<file path="src/rtl/fft_pkg.sv">
// Shared types and helpers for the FFT stage sequencer.
// Defining FFT_SEQ_BITREV_READOUT_EN adds the READOUT state.
package fft_pkg;

`ifdef FFT_SEQ_BITREV_READOUT_EN
  typedef enum logic [2:0] {IDLE, ISSUE, DRAIN, READOUT, DONE} state_t;
`else
  typedef enum logic [1:0] {IDLE, ISSUE, DRAIN, DONE} state_t;
`endif

  localparam int CTRL_FIRST = 0;
  localparam int CTRL_LAST  = 1;
  localparam int CTRL_W     = 2;

  // Reverses the low 'width' bits of value; higher result bits are zero.
  function automatic logic [31:0] bit_reverse(input logic [31:0] value, input int width);
    logic [31:0] r;
    r = '0;
    for (int i = 0; i < 32; i++) begin
      if (i < width) r = (r << 1) | ((value >> i) & 32'd1);
    end
    return r;
  endfunction

endpackage

</file>
<file path="src/rtl/fft_addr_gen.sv">
// Radix-2 pair and twiddle address mapping for butterfly k of a given stage.
// Purely combinational; used for both the read and the write-back side.
module fft_addr_gen #(
  parameter int FFT_N   = 10,
  parameter int STAGE_W = 4
) (
  input  logic [STAGE_W-1:0] stage,
  input  logic [FFT_N-2:0]   k,
  output logic [FFT_N-1:0]   addr_a,
  output logic [FFT_N-1:0]   addr_b,
  output logic [FFT_N-2:0]   tw_addr
);

  localparam logic [FFT_N-1:0] HALF = FFT_N'(1) << (FFT_N-1);

  logic [FFT_N-1:0] span;
  logic [FFT_N-1:0] mask;
  logic [FFT_N-1:0] k_ext;

  // span is a power of two, so k/span and k mod span are a bit split:
  // the high part moves up one position to leave room for the partner bit.
  always_comb begin
    span    = HALF >> stage;
    mask    = span - FFT_N'(1);
    k_ext   = {1'b0, k};
    addr_a  = ((k_ext & ~mask) << 1) | (k_ext & mask);
    addr_b  = addr_a | span;
    tw_addr = (k & mask[FFT_N-2:0]) << stage;
  end

endmodule

</file>
<file path="src/rtl/fft_stage_sequencer.sv">
// In-place radix-2 FFT stage sequencer: issues N/2 butterflies per stage and
// waits for all write-backs before the next stage. Option: FFT_SEQ_BITREV_READOUT_EN.
module fft_stage_sequencer
  import fft_pkg::*;
#(
  parameter int FFT_N  = 10,
  parameter int RD_LAT = 1
) (
  input  logic              clk,
  input  logic              reset,
  input  logic              start,
  output logic              busy,
  output logic              done,
  output logic              rd_en,
  output logic [FFT_N-1:0]  rd_addr_a,
  output logic [FFT_N-1:0]  rd_addr_b,
  output logic [FFT_N-2:0]  tw_addr,
  output logic              bf_iact,
  output logic [CTRL_W-1:0] bf_ictrl,
  output logic [FFT_N-2:0]  bf_addr,
  input  logic              bf_oact,
  input  logic [CTRL_W-1:0] bf_octrl,
  input  logic [FFT_N-2:0]  bf_oaddr,
  output logic              wr_en,
  output logic [FFT_N-1:0]  wr_addr_a,
  output logic [FFT_N-1:0]  wr_addr_b
`ifdef FFT_SEQ_BITREV_READOUT_EN
  ,
  output logic              ro_valid,
  output logic [FFT_N-1:0]  ro_addr,
  output logic              ro_last
`endif
);

  localparam int KW      = FFT_N - 1;
  localparam int STAGE_W = (FFT_N > 1) ? $clog2(FFT_N) : 1;
  localparam logic [STAGE_W-1:0] LAST_STAGE   = STAGE_W'(FFT_N - 1);
  localparam logic [FFT_N-1:0]   CNT_LAST_RET = (FFT_N'(1) << (FFT_N-1)) - FFT_N'(1);

  state_t             state, state_nxt;
  logic [STAGE_W-1:0] stage, stage_nxt;
  logic [KW-1:0]      k, k_nxt;
  logic [FFT_N-1:0]   cnt, cnt_nxt;
  logic [CTRL_W-1:0]  issue_ctrl;
  logic               wr_active;
  logic               last_return;

  logic              iact_dl [RD_LAT];
  logic [CTRL_W-1:0] ctrl_dl [RD_LAT];
  logic [KW-1:0]     addr_dl [RD_LAT];

  logic [FFT_N-1:0] rd_a, rd_b, wr_a, wr_b;
  logic [KW-1:0]    rd_tw, unused_wr_tw;
  logic             unused_octrl;

  // Stage completion is decided by the return count; the tag is informational.
  assign unused_octrl = ^bf_octrl;

  fft_addr_gen #(.FFT_N(FFT_N), .STAGE_W(STAGE_W)) u_rd_addr (
    .stage   (stage),
    .k       (k),
    .addr_a  (rd_a),
    .addr_b  (rd_b),
    .tw_addr (rd_tw)
  );

  fft_addr_gen #(.FFT_N(FFT_N), .STAGE_W(STAGE_W)) u_wr_addr (
    .stage   (stage),
    .k       (bf_oaddr),
    .addr_a  (wr_a),
    .addr_b  (wr_b),
    .tw_addr (unused_wr_tw)
  );

  assign wr_active   = (state == ISSUE || state == DRAIN) && !reset;
  assign last_return = bf_oact && (cnt == CNT_LAST_RET);

  always_comb begin
    // NOTE: every output of this block gets a default first, so no path can infer a latch.
    state_nxt  = state;
    stage_nxt  = stage;
    k_nxt      = k;
    cnt_nxt    = cnt;
    rd_en      = 1'b0;
    issue_ctrl = '0;
    if (wr_active && bf_oact) cnt_nxt = cnt + FFT_N'(1);
    unique case (state)
      IDLE: begin
        if (start) begin
          state_nxt = ISSUE;
          stage_nxt = '0;
          k_nxt     = '0;
          cnt_nxt   = '0;
        end
      end
      ISSUE: begin
        rd_en                  = 1'b1;
        issue_ctrl[CTRL_FIRST] = (k == '0);
        issue_ctrl[CTRL_LAST]  = (k == '1);
        k_nxt                  = k + KW'(1);
        if (k == '1) state_nxt = DRAIN;
      end
      DRAIN: begin
        // Leave on the cycle of the final return so the next read follows its write directly.
        if (last_return) begin
          cnt_nxt = '0;
          if (stage == LAST_STAGE) begin
`ifdef FFT_SEQ_BITREV_READOUT_EN
            state_nxt = READOUT;
`else
            state_nxt = DONE;
`endif
          end else begin
            state_nxt = ISSUE;
            stage_nxt = stage + STAGE_W'(1);
            k_nxt     = '0;
          end
        end
      end
`ifdef FFT_SEQ_BITREV_READOUT_EN
      READOUT: begin
        cnt_nxt = cnt + FFT_N'(1);
        if (cnt == '1) state_nxt = DONE;
      end
`endif
      DONE: begin
        state_nxt = IDLE;
        stage_nxt = '0;
      end
      default: state_nxt = IDLE;
    endcase
  end

  always_ff @(posedge clk) begin
    // NOTE: sequential state uses non-blocking assignments so all registers update from pre-edge values.
    if (reset) begin
      state <= IDLE;
      stage <= '0;
      k     <= '0;
      cnt   <= '0;
      // NOTE: the delay line is reset explicitly; a stale bf_iact after reset would issue a phantom butterfly.
      for (int i = 0; i < RD_LAT; i++) begin
        iact_dl[i] <= 1'b0;
        ctrl_dl[i] <= '0;
        addr_dl[i] <= '0;
      end
    end else begin
      state      <= state_nxt;
      stage      <= stage_nxt;
      k          <= k_nxt;
      cnt        <= cnt_nxt;
      iact_dl[0] <= rd_en;
      ctrl_dl[0] <= issue_ctrl;
      addr_dl[0] <= rd_en ? k : '0;
      for (int i = 1; i < RD_LAT; i++) begin
        iact_dl[i] <= iact_dl[i-1];
        ctrl_dl[i] <= ctrl_dl[i-1];
        addr_dl[i] <= addr_dl[i-1];
      end
    end
  end

  assign busy      = (state != IDLE);
  assign done      = (state == DONE);
  assign rd_addr_a = rd_en ? rd_a  : '0;
  assign rd_addr_b = rd_en ? rd_b  : '0;
  assign tw_addr   = rd_en ? rd_tw : '0;
  assign bf_iact   = iact_dl[RD_LAT-1];
  assign bf_ictrl  = ctrl_dl[RD_LAT-1];
  assign bf_addr   = addr_dl[RD_LAT-1];
  assign wr_en     = wr_active && bf_oact;
  assign wr_addr_a = wr_en ? wr_a : '0;
  assign wr_addr_b = wr_en ? wr_b : '0;

`ifdef FFT_SEQ_BITREV_READOUT_EN
  assign ro_valid = (state == READOUT);
  assign ro_addr  = ro_valid ? FFT_N'(bit_reverse(32'(cnt), FFT_N)) : '0;
  assign ro_last  = ro_valid && (cnt == '1);
`endif

endmodule
</file>
<file path="config.mk">
export PLATFORM = sky130hd
export DESIGN_NAME = fft_stage_sequencer
export DESIGN_NICKNAME = d
export VERILOG_FILES = /design/src/rtl/fft_pkg.sv /design/src/rtl/fft_addr_gen.sv /design/src/rtl/fft_stage_sequencer.sv
export SDC_FILE = /design/constraint.sdc
export NUM_CORES = 1
export LEC_CHECK = 0
export BUFFER_PORTS_ARGS = -buffer_cell sky130_fd_sc_hd__buf_2
export CELL_PAD_IN_SITES_DETAIL_PLACEMENT = 1
export CELL_PAD_IN_SITES_GLOBAL_PLACEMENT = 1
export CORE_MARGIN = 1
export CORE_UTILIZATION = 41
export CTS_BUF_LIST = sky130_fd_sc_hd__clkbuf_16
export CTS_CLUSTER_SIZE = 14
export DETAILED_ROUTE_END_ITERATION = 12
export PLACE_DENSITY = 0.95
export REMOVE_ABC_BUFFERS = 1
export SLEW_MARGIN = 20
export SYNTH_ARGS = -nofsm -noshare
export SYNTH_HDL_FRONTEND = slang
export SYNTH_SLANG_ARGS = --single-unit
</file>
<file path="constraint.sdc">
create_clock -name clk -period 5.2 [get_ports clk]
set_input_delay 0.78 -clock clk [delete_from_list [all_inputs] [get_ports clk]]
set_output_delay 0.78 -clock clk [all_outputs]
set_load 0.02 [all_outputs]
</file>
**Word level (Yosys, flattened, before mapping)**

Memories as Yosys holds them, arrays and structs flattened.
Cells that the tools add are included.

- Shift-type cells: 2
- Reduce and logical (&&, ||, !) cells: 16
- Eq/ne operators: 10
- Mux-type cells: 34
- Bitwise operators: 10
- $add $sub $neg: 4

Operators by type and width:

| cell | number |
|---|---|
| two-way mux 10 bit | 7 |
| two-way mux 9 bit | 6 |
| bitwise OR 10 bit | 4 |
| AND 9 bit | 3 |
| one-hot mux 9 bit (3 select lines) | 1 |
| AND 9 x 10 -> 10 bit | 2 |
| one-hot mux 10 bit (2 select lines) | 1 |
| two-way mux 2 bit | 6 |
| two-way mux 4 bit | 3 |
| one-hot mux 4 bit (3 select lines) | 1 |
| adder 10 x 1 -> 10 bit, second input constant | 1 |
| equality test 10 x 9 -> 1 bit, second input constant | 1 |
| >> shifter 10 x 4 -> 10 bit, first input constant | 1 |
| subtractor 10 x 1 -> 10 bit, second input constant | 1 |
| adder 9 x 1 -> 9 bit, second input constant | 1 |
| equality test 9 bit, second input constant | 1 |
| zero test 9 bit | 1 |
| NOT 9 bit | 1 |
| OR reduction 9 bit | 1 |
| << shifter 9 x 4 -> 9 bit | 1 |
| two-way mux 1 bit | 8 |
| one-hot mux 2 bit (4 select lines) | 1 |
| AND reduction 4 bit | 2 |
| inequality test 2 bit, second input constant | 3 |
| other kinds (14) | 18 |

- Memory bits (writable): 12
- Memories kept: 3
- Bits in registers: 25
- Logic and storage cells: 83

Memory list:

| name | depth | bits a word | rd ports | clocked after Yosys merged registers in | write ports | line | source |
|---|---|---|---|---|---|---|---|
| addr_dl | 1 | 9 | 1 | 0 | 1 | fft_stage_sequencer.sv:50 | `logic [KW-1:0] addr_dl [RD_LAT];` |
| ctrl_dl | 1 | 2 | 1 | 0 | 1 | fft_stage_sequencer.sv:49 | `logic [CTRL_W-1:0] ctrl_dl [RD_LAT];` |
| iact_dl | 1 | 1 | 1 | 0 | 1 | fft_stage_sequencer.sv:48 | `logic iact_dl [RD_LAT];` |

**Logic depth before layout (Yosys ltp)**

- Depth after elaboration: 7
- Mapped depth: 11
- Mapped depth without buffers: 10

**Modules after synthesis**

Synthesis repeated with hierarchy kept, for this count alone.

- Cells, all modules: 523
- Area, all modules: 3,738.6 um2

By module, submodules not included:

| module | cells each | seq. area each (um2) | instances | area an instance (um2) |
|---|---|---|---|---|
| fft_stage_sequencer | 247 | 740.7 | 1 | 2,087.0 |
| fft_addr_gen | 138 | 0.0 | 2 | 825.8 |

**Worst setup path after synthesis**

No wires, ideal clock.

- Path kind: reg2out
- Start: reg stage[0]
- End: out tw_addr[8]
- Cell stages (with the launch flop): 12
- Required time: 4,420 ps
- Buffers on the path: 2
- Slack: 1,106 ps
- Arrival: 3,314 ps
- Cells stage by stage: dfxtp_1 -> clkinv_1 -> ha_1 -> clkbuf_1 -> nand3_1 -> ha_1 -> buf_2 -> or4b_4 -> or3_4 -> a311oi_2 -> o32ai_1 -> a311oi_1

- Longest elaborated chain between the ends: 5

RTL lines:

| what | line | source |
|---|---|---|
| from (decl) | fft_stage_sequencer.sv:41 | `logic [STAGE_W-1:0] stage, stage_nxt;` |
| from (signal assigned) | fft_stage_sequencer.sv:149 | `stage <= stage_nxt;` |
| >> shifter 10 x 4 -> 10 bit | fft_addr_gen.sv:23 | `span = HALF >> stage;` |
| subtractor 10 x 1 -> 10 bit | fft_addr_gen.sv:24 | `mask = span - FFT_N'(1);` |
| AND 9 bit | fft_addr_gen.sv:28 | `tw_addr = (k & mask[FFT_N-2:0]) << stage;` |
| << shifter 9 x 4 -> 9 bit * | fft_addr_gen.sv:28 |  |
| two-way mux 9 bit * | fft_stage_sequencer.sv:167 | `assign tw_addr = rd_en ? rd_tw : '0;` |
| to (decl) | fft_stage_sequencer.sv:17 | `output logic [FFT_N-2:0] tw_addr,` |

Mark *: on every way between the ends. The rest lies on a longest branch, timed or not.

**Final worst setup path**

- Start: reg stage[1]
- End: out tw_addr[8]

Same word-level chain as after synthesis.

==> run summary <==
flop2flop setup slack: 2.53 ns
post-synthesis sequential area ratio: 0.246
reg2reg path depth: 6
H-tree Lvls: 2
total global-route track usage: 0.336
async set-reset flop share out of synthesis: 0
max-slew violations: 0
grt total ovfl: 0
unrepaired setup endpoints after global routing: no
initial antenna violation count: 0
die width: 87.6 um
WL final: 12700 um
Vias: 3793
Final Hold Vio Count: 0
Initial Utilization: 0.433
power density over the cells: 297 nW/um^2
Rel. slew slack: 0.448
drt first pass iters: 5
post-layout min period: 4.60 ns
final setup violation count: 0
wire length per cell: 22.0 um
Worst-Skew Late Latency: 0.29 ns
port bufs: 77
Worst setup SP type: flip-flop
synthesis-to-finish area growth: 19.9%
Netlist cell types: 63
Post-CTS Setup Inserts: 0
share of synthesized cell area in and, or, nand and nor gates: 0.313
core box area: 6940 sq um
Max-Cap Viols: 0
# clock sinks: 37
Final GP Congestion: 0.942
number of global-route vias before repair: 3685
status: finished, final reports clean
setup clock skew after layout: 0.00452 ns
CP arrival: 3.82 ns
clk slew on worst S/H paths: 0.06 ns
Synth Instances: 414
synthesized area: 3010 sq um
antenna cells: 0
max frequency: 217 MHz
Crit Path Max Fanout: 15
Flop pwr share: 0.295
Clk network pwr share: 0.297
DIE AREA: 7680 sq um
Static Leak: 0.00153 uW
Setup crit end kind: output port
synthesized area per cell: 7.26 sq um
hold path depth: 2
DR iter-0 viols: 318
Slew @ Worst Pin: 0.828 ns
setup TNS: 0 ns
DRT antenna net count: 0
EDFF count, synth: 0
synth warn: 0
global-route wire length before repair: 19700 um
fin crit share: 0.884
io pins: 80
# resized after CTS: 0
post-synthesis adder-cell area fraction: 0.0624
internal power: 598 uW
clock buffer count from CTS: 5
largest net degree at the start of global routing: 24
Pwr Total: 1070 uW
DIE HEIGHT: 87.6 um
dpl cell area: 3460 sq um
Hold WC Path Type: reg2reg
Final #Nets: 508
post-synthesis compound-gate area fraction: 0.267
Peak VDD IR: 0.211 mV
placed wire-length estimate after detailed placement: 8380 um
utilization after layout: 0.519
Final Instance Area: 3600 sq um
largest family of logic cells by synthesized area: simple AND/OR/NAND/NOR gates
CP Class: reg2out
# rows: 30
DRC viols: 0
Comb pwr share: 0.408
mux contribution to synthesized area: 0.0112
required time of the critical path: 4.42 ns
Max clock buf depth: 2
Switching Power: 472 uW
Post-Synth XOR/XNOR Area: 0.0321
switching share of power: 0.441
CTS Root Cell: clkbuf_16
share of cells above drive strength 1: 0.236
ys flop type: dfxtp_1
drt via density: 6.60
# hold bufs at CTS: 0
Synth Register Bits: 37
CTS tree: done
[registers in the layout, summed over array words and instances, names as in the netlist]
signal	count
addr_dl	9
stage	4
k	9
cnt	10
iact_dl	1
ctrl_dl	2
state	2
[per-stage QoR]
stage	hold WS, ns	worst slack (ns)	cells
2_1_floorplan	0.449	0.853	385
3_3_place_gp	0.463	1.11	567
3_5_place_dp	0.494	1.06	567
4_1_cts	0.534	0.696	575
5_1_grt	0.554	0.484	575
6_report	0.539	0.601	575
[cell families (layout without fill, tap and decap cells)]
logic type,after synthesis,after routing
multiplexers,3,3
flip-flops,37,37
AND/OR/NAND/NOR,180,180
XOR/XNOR,11,11
buffers and inverters,51,116
AO/OA/AOI/OAI,117,117
adder cells (fa/ha/maj),15,15
[metal layers]
| metal | vias up | GRT usage | share of wire |
|---|---|---|---|
| li1 | 1640 | - | - |
| met1 | 1856 | 0.422 | 0.40 |
| met2 | 244 | 0.555 | 0.48 |
| met3 | 53 | 0.0566 | 0.075 |
| met4 | 0 | 0.168 | 0.041 |
| met5 | - | 0 | 0 |
[worst max-delay path, cell delays in order, from the launching register on]
cell      delay, ns
dfxtp_1        0.64
inv_1          0.28
ha_1           0.27
and3b_1        0.19
clkinv_1       0.08
ha_1           0.31
or4b_4         0.52
or3_4          0.36
a311oi_2       0.25
o32ai_1        0.13
a311oi_1       0.30
buf_2          0.21
[cell usage in the layout, fill, tap and decap left out, drive strengths merged, types with 8 or more instances in the layout]
cell / synthesis / routed
buf: 8 / 86
nor3: 26 / 26
o21a: 8 / 8
inv: 19 / 20
o31ai: 10 / 10
nand2: 42 / 42
nor2: 30 / 30
nand3: 12 / 12
xor2: 9 / 9
a21oi: 29 / 29
a31oi: 10 / 10
nand4: 11 / 11
and3: 9 / 9
o21ai: 14 / 14
dfxtp: 37 / 37
ha: 15 / 15
[Yosys cell counts, drive strengths merged, types with 3 or more instances]
cell     n  area, sq um
xor2     9         78.8
a31o     6         52.6
or4      4         30.0
a211oi   5         37.5
mux2     3         33.8
o32ai    5         43.8
nor2b    6         37.5
a21oi   29          145
o21ai   14         70.1
clkbuf  21         78.8
and3     9         56.3
nor3    26          130
nand2b   7         43.8
inv     19         71.3
a31oi   10         62.6
clkinv   3         11.3
a21o     6         45.0
nor4     4         25.0
o21a     8         60.1
ha      15          188
buf      8         43.8
and2     7         43.8
or3      5         36.3
or2      4         25.0
nand3   12         60.1
o31ai   10         75.1
o22ai    4         25.0
nand4   11         68.8
nor2    30          113
dfxtp   37          741
nand2   42          158
[final timing paths]
check / end / from
max: tw_addr[8] / stage[1]
min: cnt[1] / cnt[1]
max reg2reg: k[1] / state[1]
min reg2reg: cnt[1] / cnt[1]
[power groups by stage]
stage	sequential [uW]	combinational, uW	clock (uW)
floorplan	326	260	0
global placement	320	389	0
detailed placement	321	405	0
CTS	315	424	318
global route	317	456	330
finish	316	436	318
[layout make-up]
| cell class | count | area, sq um |
|---|---|---|
| flip-flops and latches | 37 | 741 |
| fillers | 921 | 3340 |
| well taps | 96 | 120 |
| clock buffers | 5 | 125 |
| repair buffers | 86 | 453 |
| multi-input cells | 326 | 2060 |
| inverters | 22 | 82.6 |
| clock inverters | 3 | 21.3 |
Power figures use the tool's default switching activity.
